===== src/rtl/toll_lane_ctrl.sv =====
// Toll-lane controller: tracks vehicles across NUM_SENSORS roadside sensors, times them in ms,
// drives the barrier from E-pass/manual enable and emits one record per vehicle.
module toll_lane_ctrl #(
  parameter int SYS_FREQ    = 10_000_000,
  parameter int NUM_SENSORS = 3,
  parameter int EPASS_IDX   = 1,
  parameter int WIDTH_MS    = 16,
  parameter int MIN_SEG_MS  = 300,
  parameter int TIMEOUT_MS  = 5000
) (
  input  logic                   clk,
  input  logic                   reset_n,
  input  logic [NUM_SENSORS-1:0] sensor,
  input  logic [1:0]             valid_Epass,
  input  logic                   enable,
  output logic                   barrier,
  output logic                   rec_valid,
  input  logic                   rec_ready,
  output logic [WIDTH_MS-1:0]    rec_total_ms,
  output logic                   rec_overspeed,
  output logic [1:0]             rec_status,
  output logic                   rec_drop,
  output logic [1:0]             fsm_state
);

  localparam int PRESC = SYS_FREQ / 1000;
  localparam int PW    = (PRESC > 1) ? $clog2(PRESC) : 1;
  localparam int IW    = $clog2(NUM_SENSORS);

  localparam logic [PW-1:0]       PRESC_MAX = PW'(PRESC - 1);
  localparam logic [IW-1:0]       LAST_IDX  = IW'(NUM_SENSORS - 1);
  localparam logic [IW-1:0]       ONE_IDX   = IW'(1);
  localparam logic [WIDTH_MS-1:0] MIN_SEG   = WIDTH_MS'(MIN_SEG_MS);
  localparam logic [WIDTH_MS-1:0] TIMEOUT   = WIDTH_MS'(TIMEOUT_MS);
  localparam logic [WIDTH_MS-1:0] MS_MAX    = '1;

  localparam logic [1:0] IDLE  = 2'b00;
  localparam logic [1:0] TRACK = 2'b01;
  localparam logic [1:0] EXIT  = 2'b10;

  logic [NUM_SENSORS-1:0] sen_m, sen_s, sen_d, sen_rise;
  logic                   last_fall;
  logic [1:0]             ep_m, ep_s;
  logic                   en_m, en_s;

  logic [PW-1:0]       presc;
  logic                tick;
  logic [1:0]          state;
  logic [IW-1:0]       idx;
  logic [WIDTH_MS-1:0] ms_cnt, seg_cnt, pend_cnt, total_q;
  logic [WIDTH_MS-1:0] ms_inc, seg_inc, pend_inc;
  logic                paid, rej, man, ovs, pending, tail_rise;

  logic                bld_valid, bld_ovs;
  logic [WIDTH_MS-1:0] bld_total;
  logic [1:0]          bld_status;

  // Two sync flops, then one registered edge stage: a pin change becomes an event 3 clocks later.
  always_ff @(posedge clk or negedge reset_n) begin
    if (!reset_n) begin
      sen_m     <= '0;
      sen_s     <= '0;
      sen_d     <= '0;
      sen_rise  <= '0;
      last_fall <= 1'b0;
      ep_m      <= 2'b00;
      ep_s      <= 2'b00;
      en_m      <= 1'b0;
      en_s      <= 1'b0;
    end else begin
      sen_m     <= sensor;
      sen_s     <= sen_m;
      sen_d     <= sen_s;
      sen_rise  <= sen_s & ~sen_d;
      last_fall <= ~sen_s[NUM_SENSORS-1] & sen_d[NUM_SENSORS-1];
      ep_m      <= valid_Epass;
      ep_s      <= ep_m;
      en_m      <= enable;
      en_s      <= en_m;
    end
  end

  always_ff @(posedge clk or negedge reset_n) begin
    if (!reset_n) presc <= '0;
    else          presc <= (presc == PRESC_MAX) ? '0 : presc + 1'b1;
  end

  assign tick      = (presc == PRESC_MAX);
  assign ms_inc    = (tick && ms_cnt   != MS_MAX) ? ms_cnt   + 1'b1 : ms_cnt;
  assign seg_inc   = (tick && seg_cnt  != MS_MAX) ? seg_cnt  + 1'b1 : seg_cnt;
  assign pend_inc  = (tick && pend_cnt != MS_MAX) ? pend_cnt + 1'b1 : pend_cnt;
  // A following car is only recognised once the current one has passed sensor[1].
  assign tail_rise = sen_rise[0] && !pending && (state == EXIT || idx > ONE_IDX);

  always_ff @(posedge clk or negedge reset_n) begin
    if (!reset_n) begin
      state      <= IDLE;
      idx        <= ONE_IDX;
      ms_cnt     <= '0;
      seg_cnt    <= '0;
      pend_cnt   <= '0;
      total_q    <= '0;
      paid       <= 1'b0;
      rej        <= 1'b0;
      man        <= 1'b0;
      ovs        <= 1'b0;
      pending    <= 1'b0;
      bld_valid  <= 1'b0;
      bld_total  <= '0;
      bld_ovs    <= 1'b0;
      bld_status <= 2'b00;
    end else begin
      bld_valid <= 1'b0;
      case (state)
        IDLE: begin
          if (sen_rise[0]) begin
            state   <= TRACK;
            ms_cnt  <= '0;
            seg_cnt <= '0;
            idx     <= ONE_IDX;
            paid    <= 1'b0;
            rej     <= 1'b0;
            man     <= 1'b0;
            ovs     <= 1'b0;
            pending <= 1'b0;
          end
        end
        TRACK, EXIT: begin
          ms_cnt  <= ms_inc;
          seg_cnt <= seg_inc;
          if (pending) pend_cnt <= pend_inc;
          if (en_s) man <= 1'b1;
          if (tail_rise) begin
            pending  <= 1'b1;
            pend_cnt <= '0;
          end
          if (seg_inc >= TIMEOUT) begin
            bld_valid  <= 1'b1;
            bld_total  <= (state == EXIT) ? total_q : ms_inc;
            bld_ovs    <= ovs;
            bld_status <= 2'b11;
            paid       <= 1'b0;
            pending    <= 1'b0;
            state      <= IDLE;
          end else if (state == TRACK) begin
            // First decisive E-pass code wins for this vehicle.
            if (sen_s[EPASS_IDX] && !paid && !rej) begin
              if (ep_s == 2'b10)      paid <= 1'b1;
              else if (ep_s == 2'b11) rej  <= 1'b1;
            end
            if (sen_rise[idx]) begin
              ovs     <= ovs | (seg_inc < MIN_SEG);
              seg_cnt <= '0;
              if (idx == LAST_IDX) begin
                total_q <= ms_inc;
                state   <= EXIT;
              end else begin
                idx <= idx + 1'b1;
              end
            end
          end else if (last_fall) begin
            bld_valid  <= 1'b1;
            bld_total  <= total_q;
            bld_ovs    <= ovs;
            bld_status <= paid ? 2'b00 : (man ? 2'b01 : 2'b10);
            paid       <= 1'b0;
            rej        <= 1'b0;
            man        <= 1'b0;
            ovs        <= 1'b0;
            idx        <= ONE_IDX;
            pending    <= 1'b0;
            if (pending) begin
              state   <= TRACK;
              ms_cnt  <= pend_inc;
              seg_cnt <= pend_inc;
            end else if (tail_rise) begin
              state   <= TRACK;
              ms_cnt  <= '0;
              seg_cnt <= '0;
            end else begin
              state <= IDLE;
            end
          end
        end
        default: state <= IDLE;
      endcase
    end
  end

  // Record handshake: a record transfers on a clock where rec_valid and rec_ready are both high;
  // fields hold while rec_valid is high, and rec_valid is never withdrawn without a transfer.
  always_ff @(posedge clk or negedge reset_n) begin
    if (!reset_n) begin
      rec_valid     <= 1'b0;
      rec_total_ms  <= '0;
      rec_overspeed <= 1'b0;
      rec_status    <= 2'b00;
      rec_drop      <= 1'b0;
    end else begin
      rec_drop <= 1'b0;
      if (bld_valid) begin
        if (!rec_valid || rec_ready) begin
          rec_valid     <= 1'b1;
          rec_total_ms  <= bld_total;
          rec_overspeed <= bld_ovs;
          rec_status    <= bld_status;
        end else begin
          rec_drop <= 1'b1;
        end
      end else if (rec_valid && rec_ready) begin
        rec_valid <= 1'b0;
      end
    end
  end

  assign barrier   = paid | en_s;
  assign fsm_state = state;

endmodule

===== config.mk =====
export PLATFORM = sky130hd
export DESIGN_NAME = toll_lane_ctrl
export DESIGN_NICKNAME = d
export VERILOG_FILES = /design/src/rtl/toll_lane_ctrl.sv
export SDC_FILE = /design/constraint.sdc
export NUM_CORES = 1
export LEC_CHECK = 0
export ABC_AREA = 1
export CAP_MARGIN = 10
export CORE_MARGIN = 2
export CORE_UTILIZATION = 40
export DETAILED_ROUTE_END_ITERATION = 7
export SETUP_SLACK_MARGIN = 0.3
export SLEW_MARGIN = 15
export SYNTH_ARGS = -nofsm -noshare
export SYNTH_HDL_FRONTEND = slang
export SYNTH_SLANG_ARGS = --single-unit

===== constraint.sdc =====
create_clock -name clk -period 2.71 [get_ports clk]
set_input_delay 0.6775 -clock clk [delete_from_list [all_inputs] [get_ports clk]]
set_output_delay 0.6775 -clock clk [all_outputs]
set_load 0.05 [all_outputs]

Word-level counts from Yosys, hierarchy flattened
Index checks and enable logic that the tools add are counted. W data, S select, Z words.

Flip-flop bits (word level): 147. Input bits: 9. Output and inout port bits: 24. Word-level logic and storage cells: 186.

Magnitude comparators: 4. $add $sub $neg: 5. Muxes and demuxes: 85. Reductions and logical operators: 31. Equal/unequal tests: 24. Bitwise logic cells: 7.

Operators by type and width (count): $mux W16 (21); $pmux W16 S2 (2); $add A16 B1 Y16 const B (3); $ne A16 B16 Y1 const B (3); $mux W1 (37); $mux W2 (16); $ne A4 B4 Y1 const B (5); $ne A3 B3 Y1 const B (6); $ge A16 B13 Y1 const B (1); $lt A16 B9 Y1 const B (1); $reduce_and A5 Y1 (3); $add A14 B1 Y14 const B (1); $eq A14 B14 Y1 const B (1); $mux W14 (1); $pmux W1 S2 (5); $eq A2 B2 Y1 const B (4); $logic_and A1 B1 Y1 (8); $pmux W2 S2 (2); $reduce_and A2 Y1 (4); $reduce_bool A2 Y1 (4); $reduce_and A7 Y1 (1); $ne A2 B2 Y1 const B (3); $reduce_and A6 Y1 (1); $logic_not A1 Y1 (4); 16 further kinds (19).

Longest topological paths before layout
Gate-level depths: netlist of the first run.

Depth in word-level cells: 9. Depth in mapped cells: 22. Gate-level depth less buffers: 20.

Least setup slack after synthesis of the first run
No wires, ideal clock.

Path type: reg-to-reg. Start point: reg seg_cnt[0]. End point: reg bld_total[13]. Setup time: 0.116 ns. Arrival time: 2.344 ns. Period minus slack after synthesis: 2.460 ns. Buffers on the path: 2. Stages on the path, launching flop included: 20. Path slack: 0.250 ns. Required time: 2.594 ns. Path through: dfrtp_1 ha_1 nand3_1 nor2_1 nand2_2 nand2_4 inv_2 buf_6 nand2_1 o21ai_1 nand3_2 nor2_4 nand2_4 inv_4 nand2_4 nand2_4 inv_4 buf_6 nand2_1 nand2_1.

Cells in the longest elaborated chain, start to end: 6. Elaborated cells between the ends (all ways): 9. Classes of those cells: add/sub (1); order compare (1); eq/ne (2); mux (2); reduce/logical (3).

RTL lines: from (decl) (RTL line 50) `logic [WIDTH_MS-1:0] ms_cnt, seg_cnt, pend_cnt, total_q;`; from (signal assigned) (RTL line 130) `seg_cnt <= seg_inc;`; from (signal assigned) (RTL line 175) `seg_cnt <= pend_inc;`; branches (longest 2 deep; another with $add A16 B1 Y16); $mux W16 (*) (RTL line 90) `assign seg_inc = (tick && seg_cnt != MS_MAX) ? seg_cnt + 1'b1 : seg_cnt;`; $ge A16 B13 Y1 (*) (RTL line 137) `if (seg_inc >= TIMEOUT) begin`; $ne A2 B2 Y1 (no line) or $reduce_bool A2 Y1 (tied branches); $reduce_and A3 Y1 (no line); to (signal assigned) (RTL line 139) `bld_total <= (state == EXIT) ? total_q : ms_inc;`; to (signal assigned) (RTL line 163) `bld_total <= total_q;`; to (decl) (RTL line 55) `logic [WIDTH_MS-1:0] bld_total;`.

Mark *: on every way between the ends. A chain may end at the register's enable or synchronous reset.

Worst setup path after layout of the first run
Start point: reg presc[0]. End point: reg bld_total[2].

Cells in the longest elaborated chain, start to end: 6. Elaborated cells between the ends (all ways): 11. Classes of those cells: order compare (1); eq/ne (2); mux (4); reduce/logical (4).

RTL lines: from (decl) (RTL line 46) `logic [PW-1:0] presc;`; from (signal assigned) (RTL line 85) `else presc <= (presc == PRESC_MAX) ? '0 : presc + 1'b1;`; $eq A14 B14 Y1 (*) (RTL line 88) `assign tick = (presc == PRESC_MAX);`; $logic_and A1 B1 Y1 (RTL line 90); $mux W16 (RTL line 90); $ge A16 B13 Y1 (RTL line 137); $ne A2 B2 Y1 (no line) or $reduce_bool A2 Y1 (tied branches); $reduce_and A3 Y1 (no line).

Every way passes the cells marked *; elsewhere a longest branch is shown, timed or not.

==> flow_summary_export.csv, run 1 <==
group,metric,value,unit
critical_path,r2r_slack,0.06,ns
synthesis,yosys-top-cells-count,"nand2_1, dfrtp_1, inv_1, nand3_1, nor2_1",
layout,drive_gt1_share,18.0,%
layout,finalNetCount,1302,
power,ir_drop,0.000447,V
floorplan,rows,53,
synthesis,yosys.cell_types.count,44,
synthesis,netlist.area_leader.share,42.9,%
clocking,clock_latency,0.44,ns
clocking,numCtsBuffers,17,
layout,multi_input_area,4490,um^2
flow_run,drv_cap,0,
critical_path,cp_max_fo,3,
synthesis,synth_edf_count,0,
route,first_pass_iters,7,
grt,grt_pass1_vias,7420,
power,p_per_area,694,nW/um^2
synthesis,ys_seq_elements,147,
route,avgRoutedWirePerCell,14.4,um
route,first_iter_violations,624,
clocking,htreeDepth,4,
clocking,cts_tree,"done",
route,drc_errors,0,
placed_design,place_area,9540,um^2
clocking,cts_root_buf,"clkbuf_16",
status,status,"finished, final reports clean",
route,vias,7914,
clocking,clockBufferDepth,2,
placed_design,hpwlAfterDp,15700,um
critical_path,cpPeakStageDelay,0.40,ns
clocking,clkTransAtPathRegs,0.07,ns
placed_design,io_buffers,32,
sta,period_share,97.7,%
critical_path,cp-start-kind,"register",
synthesis,yosys-top-cells-area,"dfrtp_1, nand2_1, inv_1, nand3_1, nor2_1",
clocking,cts_num_sinks,147,
floorplan,pin_count,33,
floorplan,fp.dieH,150,um
sta,slew_headroom,50.9,%
synthesis,synth.avg_cell_area,7.23,um^2
critical_path,crit_path_top_delay_cell,"xnor2_1",
layout,fin_area,10800,um^2
route,vias_per_cell,5.04,
sta,period_minus_slack,2.65,ns
sta,final.setup.tns,0,ns
critical_path,cp.arrival,2.97,ns
min_path,hold_class,"primary input to async pin",
synthesis,synth.most_common_cell,"nand2_1",
sta,setup_viol,0,
layout,regArea,3680,um^2
critical_path,reg2reg_to,"bld_total[2]$_DFFE_PN0P_",
floorplan,die_w,150,um
synthesis,ys.flop_type,"dfrtp_1",
synthesis,syn-cell-area,8520,um^2
grt,grt_use_total,20.6,%
grt,antenna_found_initial,0,
layout,area_growth,26.9,%
route,drt.antenna.violating_nets,0,
sta,slew_viol_final,0,
sta,rsz0062_at_grt,"yes",
power,power.leakage,5.40,nW
critical_path,worstPathRequired,3.04,ns
synthesis,ys_async_sr_fraction,100,%
sta,skew,0.0162,ns
floorplan,start_util,40.7,%
critical_path,endpoint_kind,"register",
layout,antennaDiodeCount,0,
sta,hold_slack,0.169,ns
critical_path,r2r_start,"presc[0]$_DFF_PN0_",
sta,worst_pin_slew,0.735,ns
sta,timing.fmax,0.378,GHz
grt,grt_max_degree,51,
synthesis,yosysTopAreaCell,"dfrtp_1",
floorplan,dieArea,22500,um^2
critical_path,path_class,"register to register",
synthesis,ys_warn_count,0,
floorplan,core_area,21000,um^2
critical_path,rr_worst_depth,19,
grt,grt_pass1_wl,36700,um
placed_design,place.gp.congestion,0.906,
synthesis,synth_fp_nets,1199,
synthesis,netlist_instances,1179,
critical_path,path_cells,"ha_2, nand2_2, nor2_4, buf_4, buf_4, buf_4, buf_4, buf_4, nand2_1, nor2_4, buf_4, nand2_1, nor2_1, xnor2_1, o21ai_0, nand2_1, nand2_1, nand2_1, nand2_1",
route,wl,22600,um
grt,grt.overflow.total,0,
power,p_total,7.50,mW
layout,n_fill_cell,2038,
sta,fin_ws,0.0621,ns
sta,hold_viol_final,0,
placed_design,dpl_worst_slack,0.0496,ns
synthesis,synth-seq-area-share,43.2,%
## report_power, final
group | internal [mW] | switching, mW | total (mW) | leakage (nW)
Sequential | 2.36 | 0.106 | 2.46 | 1.98
Combinational | 0.928 | 1.73 | 2.66 | 3.14
Clock | 1.32 | 1.05 | 2.38 | 0.281
Total | 4.61 | 2.89 | 7.50 | 5.40
## metal layers
metal | global-route usage (%) | routed length [um]
met5 | 0 | 0
met4 | 7.55 | 471
met1 | 28.1 | 10600
met3 | 3.63 | 819
met2 | 33.0 | 10700
## worst max-delay path: cells and delay by family, from the launching register on
| kind | cells | cell delay (ns) |
|---|---|---|
| AND/OR/NAND/NOR | 10 | 0.67 |
| buffers and inverters | 6 | 0.74 |
| flip-flops | 1 | 0.39 |
| AO/OA/AOI/OAI | 1 | 0.14 |
| adder cells (fa/ha/maj) | 1 | 0.20 |
| XOR/XNOR | 1 | 0.40 |
## state kept, by name, indices dropped and copies added (netlist names), 3 cells and up
signal,count
bld_total,16
ms_cnt,16
pend_cnt,16
presc,14
rec_total_ms,16
seg_cnt,16
sen_d,3
sen_m,3
sen_rise,3
sen_s,3
total_q,16
## through the flow
step | instances | util [%]
4_1_cts | 1557 | 49.8
6_report | 1570 | 51.6
5_1_grt | 1570 | 51.6
3_5_place_dp | 1511 | 45.5
3_3_place_gp | 1511 | 45.5
2_1_floorplan | 1179 | -
## worst max path at each step
stage,depth (start not counted),from,slack (ns),to
5_1_grt,20,presc[0]$_DFF_PN0_,-0.04,seg_cnt[5]$_DFFE_PN0P_
3_5_place_dp,18,presc[0]$_DFF_PN0_,0.05,seg_cnt[9]$_DFFE_PN0P_
3_3_place_gp,17,presc[0]$_DFF_PN0_,0.11,seg_cnt[9]$_DFFE_PN0P_
4_1_cts,7,fsm_state[1]$_DFFE_PN0P_,0.16,pend_cnt[14]$_DFFE_PN0P_
2_1_floorplan,18,seg_cnt[0]$_DFFE_PN0P_,0.31,bld_total[13]$_DFFE_PN0P_
6_report,19,presc[0]$_DFF_PN0_,0.06,bld_total[2]$_DFFE_PN0P_
## area by class of cell
type	instances	area share (%)
Clock buffer	19	4.10
Clock inverter	13	1.30
Inverter	126	4.56
Multi-Input combinational cell	872	41.5
Sequential cell	147	34.1
Tap cell	275	3.18
Timing Repair Buffer	117	11.2
Timing Repair inverter	1	0.0695
## cells in the final DEF (no fill, tap or decap), drive strengths merged, types with 11 or more instances in the layout
cell type,n
nand2,493
dfrtp,146
inv,133
buf,83
nand3,82
nor2,81
o21ai,70
clkdlybuf4s50,28
xor2,25
clkbuf,22
mux2,19
nand4,18
o211ai,16
nor3,13
o22ai,13
ha,11
## cell families after synthesis
logic type                 Yosys count  share of synthesized area (%)
AOI/OAI and AO/OA                  111                           7.43
xor gates and xnor gates            31                           3.19
adders and majority gates           11                           1.62
buffers and inverters              161                           7.78
DFF                                147                           43.2
muxes                               20                           2.63
and+or+nand+nor                    698                           34.2
## what timing repair did
action | 4_1_cts | 5_1_grt
pin swaps | 8 | 18
cloned | 4 | 3
endpoints found under the setup margin | 86 | 93
gates resized for setup | 47 | 59
setup buffers | 10 | 10
hold buffers | 0 | 0
No activity file was read; power rests on OpenSTA's default activity.
==> run 2, diff against run 1 <==
--- a/config.mk
+++ b/config.mk
@@ -8,8 +8,9 @@
 export ABC_AREA = 1
 export CAP_MARGIN = 10
 export CORE_MARGIN = 2
-export CORE_UTILIZATION = 40
+export CORE_UTILIZATION = 35
 export DETAILED_ROUTE_END_ITERATION = 7
+export PLACE_DENSITY = 0.5
 export SETUP_SLACK_MARGIN = 0.3
 export SLEW_MARGIN = 15
 export SYNTH_ARGS = -nofsm -noshare
==> flow_summary_export.csv, run 2 (same netlist as run 1, synthesis figures left out) <==
group,metric,value,unit
placed_design,io_buffers,32,
layout,finalNetCount,1322,
layout,fin_area,11100,um^2
route,route.met2.wl,11300,um
grt,grt_max_degree,62,
power,p_per_area,692,nW/um^2
route,first_pass_iters,5,
floorplan,pin_count,33,
placed_design,place.gp.congestion,0.926,
sta,worst_pin_slew,0.806,ns
grt,grt.overflow.total,0,
sta,rsz0062_at_grt,"yes",
route,drc_errors,0,
sta,period_share,93.7,%
layout,area_growth,29.8,%
critical_path,path_class,"register to register",
grt,grt_pass1_vias,7669,
min_path,hold_class,"primary input to async pin",
critical_path,r2r_slack,0.17,ns
flow_run,drv_cap,0,
sta,period_minus_slack,2.54,ns
sta,fin_ws,0.171,ns
grt,grt_use_total,19.1,%
placed_design,hpwlAfterDp,17100,um
clocking,cts_tree,"done",
floorplan,core_area,24100,um^2
critical_path,r2r_start,"presc[0]$_DFF_PN0_",
power,power.leakage,5.55,nW
sta,slew_viol_final,0,
floorplan,rows,57,
power,ir_drop,0.000411,V
critical_path,cp.arrival,2.85,ns
floorplan,fp.dieH,160,um
grt,grt_pass1_wl,39400,um
clocking,cts_num_sinks,147,
clocking,clkTransAtPathRegs,0.07,ns
critical_path,rr_worst_depth,19,
route,avgRoutedWirePerCell,14.6,um
sta,timing.fmax,0.394,GHz
route,first_iter_violations,444,
placed_design,dpl_worst_slack,0.0371,ns
layout,drive_gt1_share,20.5,%
route,wl,23900,um
grt,antenna_found_initial,0,
clocking,clock_latency,0.43,ns
clocking,clockBufferDepth,2,
route,routed.top_layer,"met4",
route,vias,7845,
route,wl_met3,973,um
critical_path,reg2reg_to,"ms_cnt[0]$_DFFE_PN0P_",
sta,slew_headroom,46.2,%
route,vias_per_cell,4.79,
route,met1_length,11100,um
clocking,cts_root_buf,"clkbuf_16",
route,drt.antenna.violating_nets,0,
clocking,htreeDepth,4,
status,status,"finished, final reports clean",
layout,antennaDiodeCount,0,
critical_path,cp_max_fo,6,
layout,mostFrequentLayoutCell,"nand2_1",
critical_path,worstPathRequired,3.02,ns
sta,setup_viol,0,
placed_design,place_area,9720,um^2
floorplan,die_w,160,um
sta,hold_viol_final,0,
clocking,numCtsBuffers,17,
floorplan,dieArea,25600,um^2
layout,layout_common_cells,"nand2_1, dfrtp_1, inv_1",
sta,skew,0.0135,ns
critical_path,cp-start-kind,"register",
floorplan,start_util,35.3,%
critical_path,endpoint_kind,"register",
## run 2: changes by cell type in the layout (fill, tap and decap cells not counted), sizes merged
cell,before,now
buf,83,103
clkbuf,22,20
clkinv,3,4
clkinvlp,3,5
dlygate4sd2,3,2
dlymetal6s2s,0,1
inv,133,132
nand2,493,494
nor2,81,80
## run 2: cell type report
cell class | instances | area, um^2
fill | 2426 | 13100
multi-input combinational | 872 | 4590
sequential | 147 | 3680
timing repair buffer | 136 | 1290
inverter | 126 | 499
clock buffer | 18 | 429
tap | 324 | 405
clock inverter | 14 | 144
timing repair inverter | 2 | 13.8
## run 2: repair_timing
| action | CTS | global route |
|---|---|---|
| gates resized for setup | 91 | 53 |
| cloned | 3 | 3 |
| hold buffers | 0 | 0 |
| setup endpoints to repair | 85 | 79 |
| pin swaps | 14 | 22 |
| buffers inserted | 13 | 9 |
## run 2: through the flow
step	std cells	util, %	hold slack (ns)	TNS [ns]	total power, mW
2_1_floorplan	1179	-	0.331	0	4.00
3_3_place_gp	1579	40.3	0.332	0	4.89
3_5_place_dp	1579	40.3	0.335	0	4.89
4_1_cts	1627	44.4	0.249	0	7.48
5_1_grt	1639	45.9	0.269	-0.00623	8.10
6_report	1639	45.9	0.217	0	7.65
## run 2: metal layers
layer	global-route usage (%)	vias to the layer above
li1	-	4008
met1	25.7	3659
met2	31.9	149
met3	3.32	29
met4	5.45	0
met5	0	-
## run 2: power by group
group	switching, mW	internal [mW]
registers	0.111	2.36
clock network	1.05	1.30
logic	1.84	0.992
total	3.00	4.65
## run 2: worst max-delay path by stage
stage | from | to | slack [ns] | cells past startpoint
2_1_floorplan | seg_cnt[0]$_DFFE_PN0P_ | bld_total[13]$_DFFE_PN0P_ | 0.31 | 18
3_3_place_gp | presc[0]$_DFF_PN0_ | idx[1]$_DFFE_PN0P_ | 0.11 | 17
3_5_place_dp | presc[0]$_DFF_PN0_ | seg_cnt[5]$_DFFE_PN0P_ | 0.04 | 18
4_1_cts | presc[0]$_DFF_PN0_ | seg_cnt[2]$_DFFE_PN0P_ | 0.17 | 17
5_1_grt | presc[0]$_DFF_PN0_ | bld_total[15]$_DFFE_PN0P_ | -0.006 | 19
6_report | presc[0]$_DFF_PN0_ | ms_cnt[0]$_DFFE_PN0P_ | 0.17 | 19
## run 2: worst max-delay path: stages, from the launching register on
cell      delay [ns]
dfrtp_1         0.37
ha_2            0.19
nand2_2         0.06
nor2_4          0.12
nand3_2         0.09
nor2_4          0.21
buf_6           0.18
nand3_1         0.07
nand2_1         0.10
nand2_1         0.08
clkinv_1        0.06
nand3_2         0.09
nand3_4         0.11
nand2_4         0.10
nor2_4          0.17
buf_8           0.16
buf_6           0.12
nand2_2         0.05
nand3_2         0.04
nand2_1         0.04
